## src/rtl/i2c_slave_ctrl.sv

```systemverilog
// Transaction sequencer for a read-only I2C slave: walks address, ACK/NACK,
// byte transmit and master-ACK phases from decoder and SCL-edge strobes.
module i2c_slave_ctrl #(
    parameter int DATA_BITS = 8
) (
    input  logic       clk,
    input  logic       rst,
    input  logic       start_found,
    input  logic       stop_found,
    input  logic       address_match,
    input  logic       rw_mode,
    input  logic       scl_rise,
    input  logic       scl_fall,
    input  logic       sda_in,
    input  logic       tx_empty,
    output logic       rx_enable,
    output logic       byte_received,
    output logic       load_data,
    output logic       read_enable,
    output logic       tx_enable,
    output logic [1:0] sda_mode,
    output logic       tx_underrun,
    output logic       busy
);

    localparam int CW = $clog2(DATA_BITS + 1);
    localparam logic [CW-1:0] LAST_BIT = CW'(DATA_BITS - 1);

    typedef enum logic [3:0] {
        IDLE, RX_ADDR, CHECK, WAIT_ACK, ACK, WAIT_NACK, NACK,
        LOAD, TX_BITS, TX_END, MACK, WAIT_STOP
    } state_t;

    state_t        state, next_state;
    logic [CW-1:0] bit_cnt;
    logic          clr_cnt, inc_cnt, sample_ack, ack_flag;
    logic          fall_only;

    // All inputs are single-cycle strobes with no back-pressure; a strobe is
    // consumed only by a state that uses it and otherwise dropped.
    assign fall_only = scl_fall & ~scl_rise;

    always_ff @(posedge clk or posedge rst) begin
        if (rst) begin
            state    <= IDLE;
            bit_cnt  <= '0;
            ack_flag <= 1'b0;
        end else begin
            state <= next_state;
            if (clr_cnt)
                bit_cnt <= '0;
            else if (inc_cnt)
                bit_cnt <= bit_cnt + 1'b1;
            if (sample_ack)
                ack_flag <= sda_in;
        end
    end

    always_comb begin
        next_state = state;
        clr_cnt    = 1'b0;
        inc_cnt    = 1'b0;
        sample_ack = 1'b0;
        // STOP beats a repeated START when both land in the same cycle.
        if (state != IDLE && stop_found) begin
            next_state = IDLE;
        end else if (state != IDLE && start_found) begin
            next_state = RX_ADDR;
            clr_cnt    = 1'b1;
        end else begin
            case (state)
                IDLE: if (start_found) begin
                    next_state = RX_ADDR;
                    clr_cnt    = 1'b1;
                end
                RX_ADDR: if (scl_rise) begin
                    inc_cnt = 1'b1;
                    if (bit_cnt == LAST_BIT) next_state = CHECK;
                end
                CHECK:     next_state = (address_match && rw_mode) ? WAIT_ACK : WAIT_NACK;
                WAIT_ACK:  if (fall_only) next_state = ACK;
                ACK: if (fall_only) begin
                    next_state = LOAD;
                    clr_cnt    = 1'b1;
                end
                WAIT_NACK: if (fall_only) next_state = NACK;
                NACK:      if (fall_only) next_state = WAIT_STOP;
                LOAD:      next_state = TX_BITS;
                TX_BITS: if (scl_rise) begin
                    inc_cnt = 1'b1;
                    if (bit_cnt == LAST_BIT) next_state = TX_END;
                end
                TX_END:    if (fall_only) next_state = MACK;
                MACK: begin
                    if (scl_rise) begin
                        sample_ack = 1'b1;
                    end else if (scl_fall) begin
                        if (ack_flag) begin
                            next_state = WAIT_STOP;
                        end else begin
                            next_state = LOAD;
                            clr_cnt    = 1'b1;
                        end
                    end
                end
                WAIT_STOP: next_state = WAIT_STOP;
                default:   next_state = IDLE;
            endcase
        end
    end

    always_comb begin
        rx_enable     = 1'b0;
        byte_received = 1'b0;
        load_data     = 1'b0;
        read_enable   = 1'b0;
        tx_enable     = 1'b0;
        sda_mode      = 2'b00;
        tx_underrun   = 1'b0;
        busy          = (state != IDLE);
        case (state)
            RX_ADDR: rx_enable     = 1'b1;
            CHECK:   byte_received = 1'b1;
            ACK:     sda_mode      = 2'b01;
            NACK:    sda_mode      = 2'b10;
            LOAD: begin
                // On an empty FIFO the shift register still loads (stale data).
                load_data   = 1'b1;
                sda_mode    = 2'b11;
                read_enable = ~tx_empty;
                tx_underrun = tx_empty;
            end
            TX_BITS: begin
                sda_mode  = 2'b11;
                tx_enable = 1'b1;
            end
            TX_END:  sda_mode = 2'b11;
            default: sda_mode = 2'b00;
        endcase
    end

endmodule

```

## config.mk

```make
export PLATFORM = sky130hd
export DESIGN_NAME = i2c_slave_ctrl
export DESIGN_NICKNAME = d
export VERILOG_FILES = /design/src/rtl/i2c_slave_ctrl.sv
export SDC_FILE = /design/constraint.sdc
export NUM_CORES = 1
export LEC_CHECK = 0
export ABC_AREA = 0
export CAP_MARGIN = 5
export CORE_MARGIN = 8
export CORE_UTILIZATION = 50
export DETAILED_ROUTE_END_ITERATION = 8
export GPL_ROUTABILITY_DRIVEN = 0
export PLACE_DENSITY = 0.79
export SYNTH_ARGS = -nofsm -noshare
export SYNTH_HDL_FRONTEND = slang
export SYNTH_SLANG_ARGS = --single-unit
export TNS_END_PERCENT = 5
```

## constraint.sdc

```tcl
create_clock -name clk -period 1.9 [get_ports clk]
set_input_delay 0.19 -clock clk [delete_from_list [all_inputs] [get_ports clk]]
set_output_delay 0.19 -clock clk [all_outputs]
set_load 0.05 [all_outputs]
```

Yosys cells after proc, flatten, opt, wreduce, memory -nomap -nowiden
Index checks and enable logic that the tools add are counted.
Widths: inputs -> output; s select.
{"block": "word_totals", "in_bits": 10, "ff_bits": 9, "wordCells": 81, "out_inout_bits": 9}
{"block": "op_classes", "n_eq_ne": 24, "addsub": 1, "mux": 41, "bitwise": 3, "n_reduce_logical": 9}
{"op": "$mux 4", "count": 17}
{"op": "$ne 4x4->1 const B", "count": 12}
{"op": "$pmux 4 s12", "count": 1}
{"op": "$eq 4x3->1 const B", "count": 5}
{"op": "$mux 1", "count": 20}
{"op": "$eq 4x4->1 const B", "count": 4}
{"op": "$reduce_and 12->1", "count": 1}
{"op": "$eq 4x2->1 const B", "count": 2}
{"op": "$pmux 2 s3", "count": 1}
{"op": "$add 4x1->4 const B", "count": 1}
{"op": "$eq 4x1->1 const B", "count": 1}
{"op": "$logic_not 4->1", "count": 1}
{"op": "$reduce_bool 4->1", "count": 1}
{"op": "$logic_and 1x1->1", "count": 3}
{"op": "$mux 3", "count": 1}
{"op": "$pmux 1 s3", "count": 1}
{"op": "$reduce_or 3->1", "count": 1}
{"op": "$not 1->1", "count": 2}
{"op": "$reduce_bool 2->1", "count": 1}
{"op": "$reduce_or 2->1", "count": 1}
{"op": "$and 1x1->1", "count": 1}

Depth between registers and ports, before layout
{"block": "depth", "ltp_word": 7, "mapped_depth": 7, "depth_no_buf": 6}

Worst setup path after synthesis
No wires, ideal clock.
{"block": "synth_path", "path_kind": "register -> output", "start": "register state[1]", "end": "output port read_enable", "slack_ps": -369, "t_arrival_ps": 2079, "path_stages_with_launch": 5, "n_path_buf": 1, "required_ps": 1710, "cell_sequence": "dfrtp_1 buf_6 and2b_1 and3_1 nor2b_1"}
{"block": "synth_between", "elab_chain_len": 2}
{"element": "start: declaration", "line_no": "34", "text": "state_t state, next_state;"}
{"element": "start signal: assignment", "line_no": "49", "text": "state <= next_state;"}
{"element": "$eq 4x3->1", "line_no": "121", "text": "case (state)"}
{"element": "$mux 1", "line_no": "121"}
{"element": "end: declaration", "line_no": "19", "text": "output logic read_enable,"}
No other way between the ends.

Final worst setup path
{"block": "layout_path", "start": "register state[3]", "end": "output port read_enable"}
The elaborated chain is that of the path after synthesis.

==> impl_metrics.xml <==
<?xml version="1.0" encoding="UTF-8"?>
<metrics>
  <group name="floorplanning">
    <metric name="placement_rows" unit="">15</metric>
    <metric name="initial_core_util" unit="%">54.1</metric>
    <metric name="core_area" unit="um2">1750</metric>
    <metric name="die_h" unit="um">59.4</metric>
    <metric name="die_area" unit="um2">3530</metric>
    <metric name="io_pins" unit="">19</metric>
    <metric name="floorplan_die_width" unit="um">59.4</metric>
  </group>
  <group name="clocking">
    <metric name="clock_sinks" unit="">9</metric>
    <metric name="numCtsBuffers" unit="">3</metric>
    <metric name="clock_pin_slew_on_the_worst_setup_and_hold_paths" unit="ns">0.07</metric>
    <metric name="clk_latency" unit="ns">0.27</metric>
    <metric name="cts.htree.levels" unit="">1</metric>
    <metric name="clk_root_buffer_cell" unit="">clkbuf_4</metric>
    <metric name="cts.hold.buffers_added" unit="">0</metric>
    <metric name="ctsLongestPathBuffers" unit="">2</metric>
    <metric name="cts_tree" unit="">built</metric>
  </group>
  <group name="logic_synthesis">
    <metric name="portion_of_the_post_synthesis_area_used_by_sequential_elements" unit="%">23.9</metric>
    <metric name="synth_area_leader_cell" unit="">dfrtp_1</metric>
    <metric name="syn-instance-count" unit="">107</metric>
    <metric name="mappedNetlistNets" unit="">118</metric>
    <metric name="synth_edf_count" unit="">0</metric>
    <metric name="async_reset_ff_share" unit="%">100</metric>
    <metric name="synth_compound_gate_area_share" unit="%">22.7</metric>
    <metric name="synth_ff_type" unit="">dfrtp_1</metric>
    <metric name="yosysTopAreaCellShare" unit="%">23.9</metric>
    <metric name="synth_mux_area_share" unit="%">2.25</metric>
    <metric name="yosys-top-cells-count" unit="">nand2_1, dfrtp_1, nor2_1</metric>
    <metric name="synth_top_family_by_area" unit="">simple AND/OR/NAND/NOR gates</metric>
    <metric name="synth.avg_cell_area" unit="um2">8.82</metric>
    <metric name="mappedNetlistArea" unit="um2">943</metric>
    <metric name="yosys.area_share.adder" unit="%">1.33</metric>
    <metric name="ys_seq_elements" unit="">9</metric>
    <metric name="yosys.cell_count.top_type" unit="">nand2_1</metric>
    <metric name="synth.lib_cells_used.distinct" unit="">48</metric>
    <metric name="yosys_warnings" unit="">0</metric>
    <metric name="post_synth_xor_area_fraction" unit="%">6.63</metric>
    <metric name="synthSimpleGateAreaFrac" unit="%">33.7</metric>
    <metric name="netlist_top_cells_area" unit="">dfrtp_1, nand2_1, nor2_1</metric>
  </group>
  <group name="routing">
    <metric name="dr_wl_met3" unit="um">87</metric>
    <metric name="via_per_inst" unit="">5.61</metric>
    <metric name="dr.max_layer_used" unit="">met4</metric>
    <metric name="drt-initial-drc-count" unit="">16</metric>
    <metric name="met2_length" unit="um">1200</metric>
    <metric name="vias" unit="">904</metric>
    <metric name="wl_per_cell" unit="um">14.5</metric>
    <metric name="number_of_detailed_routing_iterations_run_before_antenna_repair" unit="">4</metric>
    <metric name="remaining_drc_errors" unit="">0</metric>
    <metric name="antenna_violating_nets_post_route" unit="">0</metric>
    <metric name="wl_met1" unit="um">1010</metric>
    <metric name="postRouteWirelength" unit="um">2340</metric>
  </group>
  <group name="final_layout">
    <metric name="nets" unit="">148</metric>
    <metric name="final_layout_size_suffix_gt1_share" unit="%">38.2</metric>
    <metric name="synthToLayoutAreaGrowth" unit="%">39.8</metric>
    <metric name="multiInputGateArea" unit="um2">637</metric>
    <metric name="antenna_cells_inserted" unit="">0</metric>
    <metric name="ff_latch_area" unit="um2">230</metric>
    <metric name="fillCellCount" unit="">119</metric>
    <metric name="fin_cells" unit="">161</metric>
  </group>
  <group name="worst_setup_path">
    <metric name="worstSetupPathType" unit="">register to output port</metric>
    <metric name="worst_r2r_path_depth" unit="">6</metric>
    <metric name="path_max_fanout" unit="">10</metric>
    <metric name="startpoint_types" unit="">register</metric>
    <metric name="cp-end-kind" unit="">output port</metric>
    <metric name="cp_data_required_time" unit="ns">1.71</metric>
    <metric name="timing.rr.start" unit="">state[3]</metric>
    <metric name="cp.arrival" unit="ns">1.64</metric>
    <metric name="rrSetupSlack" unit="ns">0.20</metric>
    <metric name="timing.rr.end" unit="">state[0]</metric>
  </group>
  <group name="grt">
    <metric name="grt_antenna_before_repair" unit="">0</metric>
    <metric name="grt-ovfl-total" unit="">0</metric>
    <metric name="first_global_vias" unit="">862</metric>
    <metric name="grt_pass1_wl" unit="um">3750</metric>
    <metric name="maximum_number_of_pins_on_one_net_before_global_route_repair" unit="">16</metric>
    <metric name="gr-usage-all-layers" unit="%">13.2</metric>
  </group>
  <group name="timing">
    <metric name="final.period_utilization" unit="%">96.1</metric>
    <metric name="fmaxAchievable" unit="MHz">548</metric>
    <metric name="fin_crit" unit="ns">1.83</metric>
    <metric name="layout_setup_ws" unit="ns">0.0739</metric>
    <metric name="max_slew_margin" unit="%">74.9</metric>
    <metric name="max_slew.worst_pin.slew" unit="ns">0.375</metric>
    <metric name="final-max-slew-violation-count" unit="">0</metric>
    <metric name="fin_skew" unit="ns">0.00262</metric>
    <metric name="setup-violations-final" unit="">0</metric>
    <metric name="rsz_0062_raised_after_global_routing" unit="">false</metric>
    <metric name="fin_worst_hold_slack" unit="ns">0.190</metric>
    <metric name="final-hold-violation-count" unit="">0</metric>
  </group>
  <group name="pwr">
    <metric name="p_per_area" unit="nW/um2">888</metric>
    <metric name="static-leakage-power" unit="nW">0.577</metric>
    <metric name="ir_drop" unit="mV">0.661</metric>
  </group>
  <group name="placement">
    <metric name="placed_cells_incl_taps" unit="">151</metric>
    <metric name="io_buffers" unit="">18</metric>
    <metric name="placement.setup.worst_slack" unit="ns">0.0961</metric>
    <metric name="hpwl" unit="um">1810</metric>
  </group>
  <group name="status">
    <metric name="status" unit="">complete, no violations</metric>
  </group>
  <group name="job">
    <metric name="cap_violations" unit="">0</metric>
  </group>
  <group name="hold_path">
    <metric name="worstHoldPathType" unit="">input pin to asynchronous set/reset pin</metric>
  </group>
</metrics>
cell usage in the layout, fill, tap and decap left out, drive strengths merged, types with 2 or more instances in the layout:
cell / n
o211ai: 2
and2: 4
xnor2: 2
nor2: 13
o21ai: 7
clkbuf: 3
clkdlybuf4s50: 9
nand3: 4
and2b: 2
nand4b: 2
xor2: 3
nor3: 2
a21oi: 3
buf: 24
nor2b: 5
nand2: 10
inv: 6
dfrtp: 9
a221oi: 2
and3: 3
per-layer routing:
metal / GRT usage (%) / vias to the layer above
met2: 22.2 / 18
met1: 16.1 / 439
met3: 1.74 / 7
li1: - / 440
met4: 5.80 / 0
met5: 0 / -
worst max path at each step:
stage / cells past startpoint / slack [ns] / to / start
after floorplan: 4 / -0.21 / sda_mode[0] / state[3]
after global placement: 6 / 0.15 / bit_cnt[3] / state[1]
after detailed placement: 6 / 0.1 / state[0] / scl_rise
after CTS: 4 / 0.0006 / read_enable / state[3]
after global routing: 4 / 0.006 / busy / state[1]
final: 4 / 0.07 / read_enable / state[3]
through the flow:
stage / total power [mW] / TNS [ns] / util (%) / cell area, um2
final: 1.17 / 0 / 75.6 / 1320
after detailed placement: 0.992 / 0 / 71.0 / 1240
after global routing: 1.24 / 0 / 75.6 / 1320
after CTS: 1.15 / 0 / 73.0 / 1270
after global placement: 0.969 / 0 / 71.0 / 1240
after floorplan: 0.808 / -0.443 / - / 951
sequential cells by signal (all words and copies together) (netlist names):
signal    count
ack_flag      1
state         4
bit_cnt       4
where the power goes:
part	switching (mW)	leakage, nW	internal (mW)
registers	0.0686	0.117	0.223
logic	0.405	0.442	0.319
clock network	0.0771	0.0177	0.0778
area by class of cell:
class                      count  share of cell area (%)
timing repair buffer          33                    28.1
tap                           25                    2.37
inverter                       6                    1.71
clock buffer                   3                    1.71
sequential                     9                    17.5
clock inverter                 1                   0.380
multi-input combinational     84                    48.3
worst max-delay path: stages, from the launching register on:
cell and delay, ns:
dfrtp_2 0.47, and2b_2 0.30, and3_1 0.24, nor2b_2 0.21, buf_12 0.15
timing repair:
action | CTS | global route
buffers inserted | 0 | 6
setup endpoints to repair | 3 | 3
resized for setup | 5 | 0
gates cloned | 0 | 0
kinds of logic after synthesis:
kind of cell | after synthesis
AOI/OAI and AO/OA | 23
xor gates and xnor gates | 5
adders and majority gates | 1
buffers and inverters | 14
DFF | 9
muxes | 2
and+or+nand+nor | 53
Power figures use the tool's default switching activity.
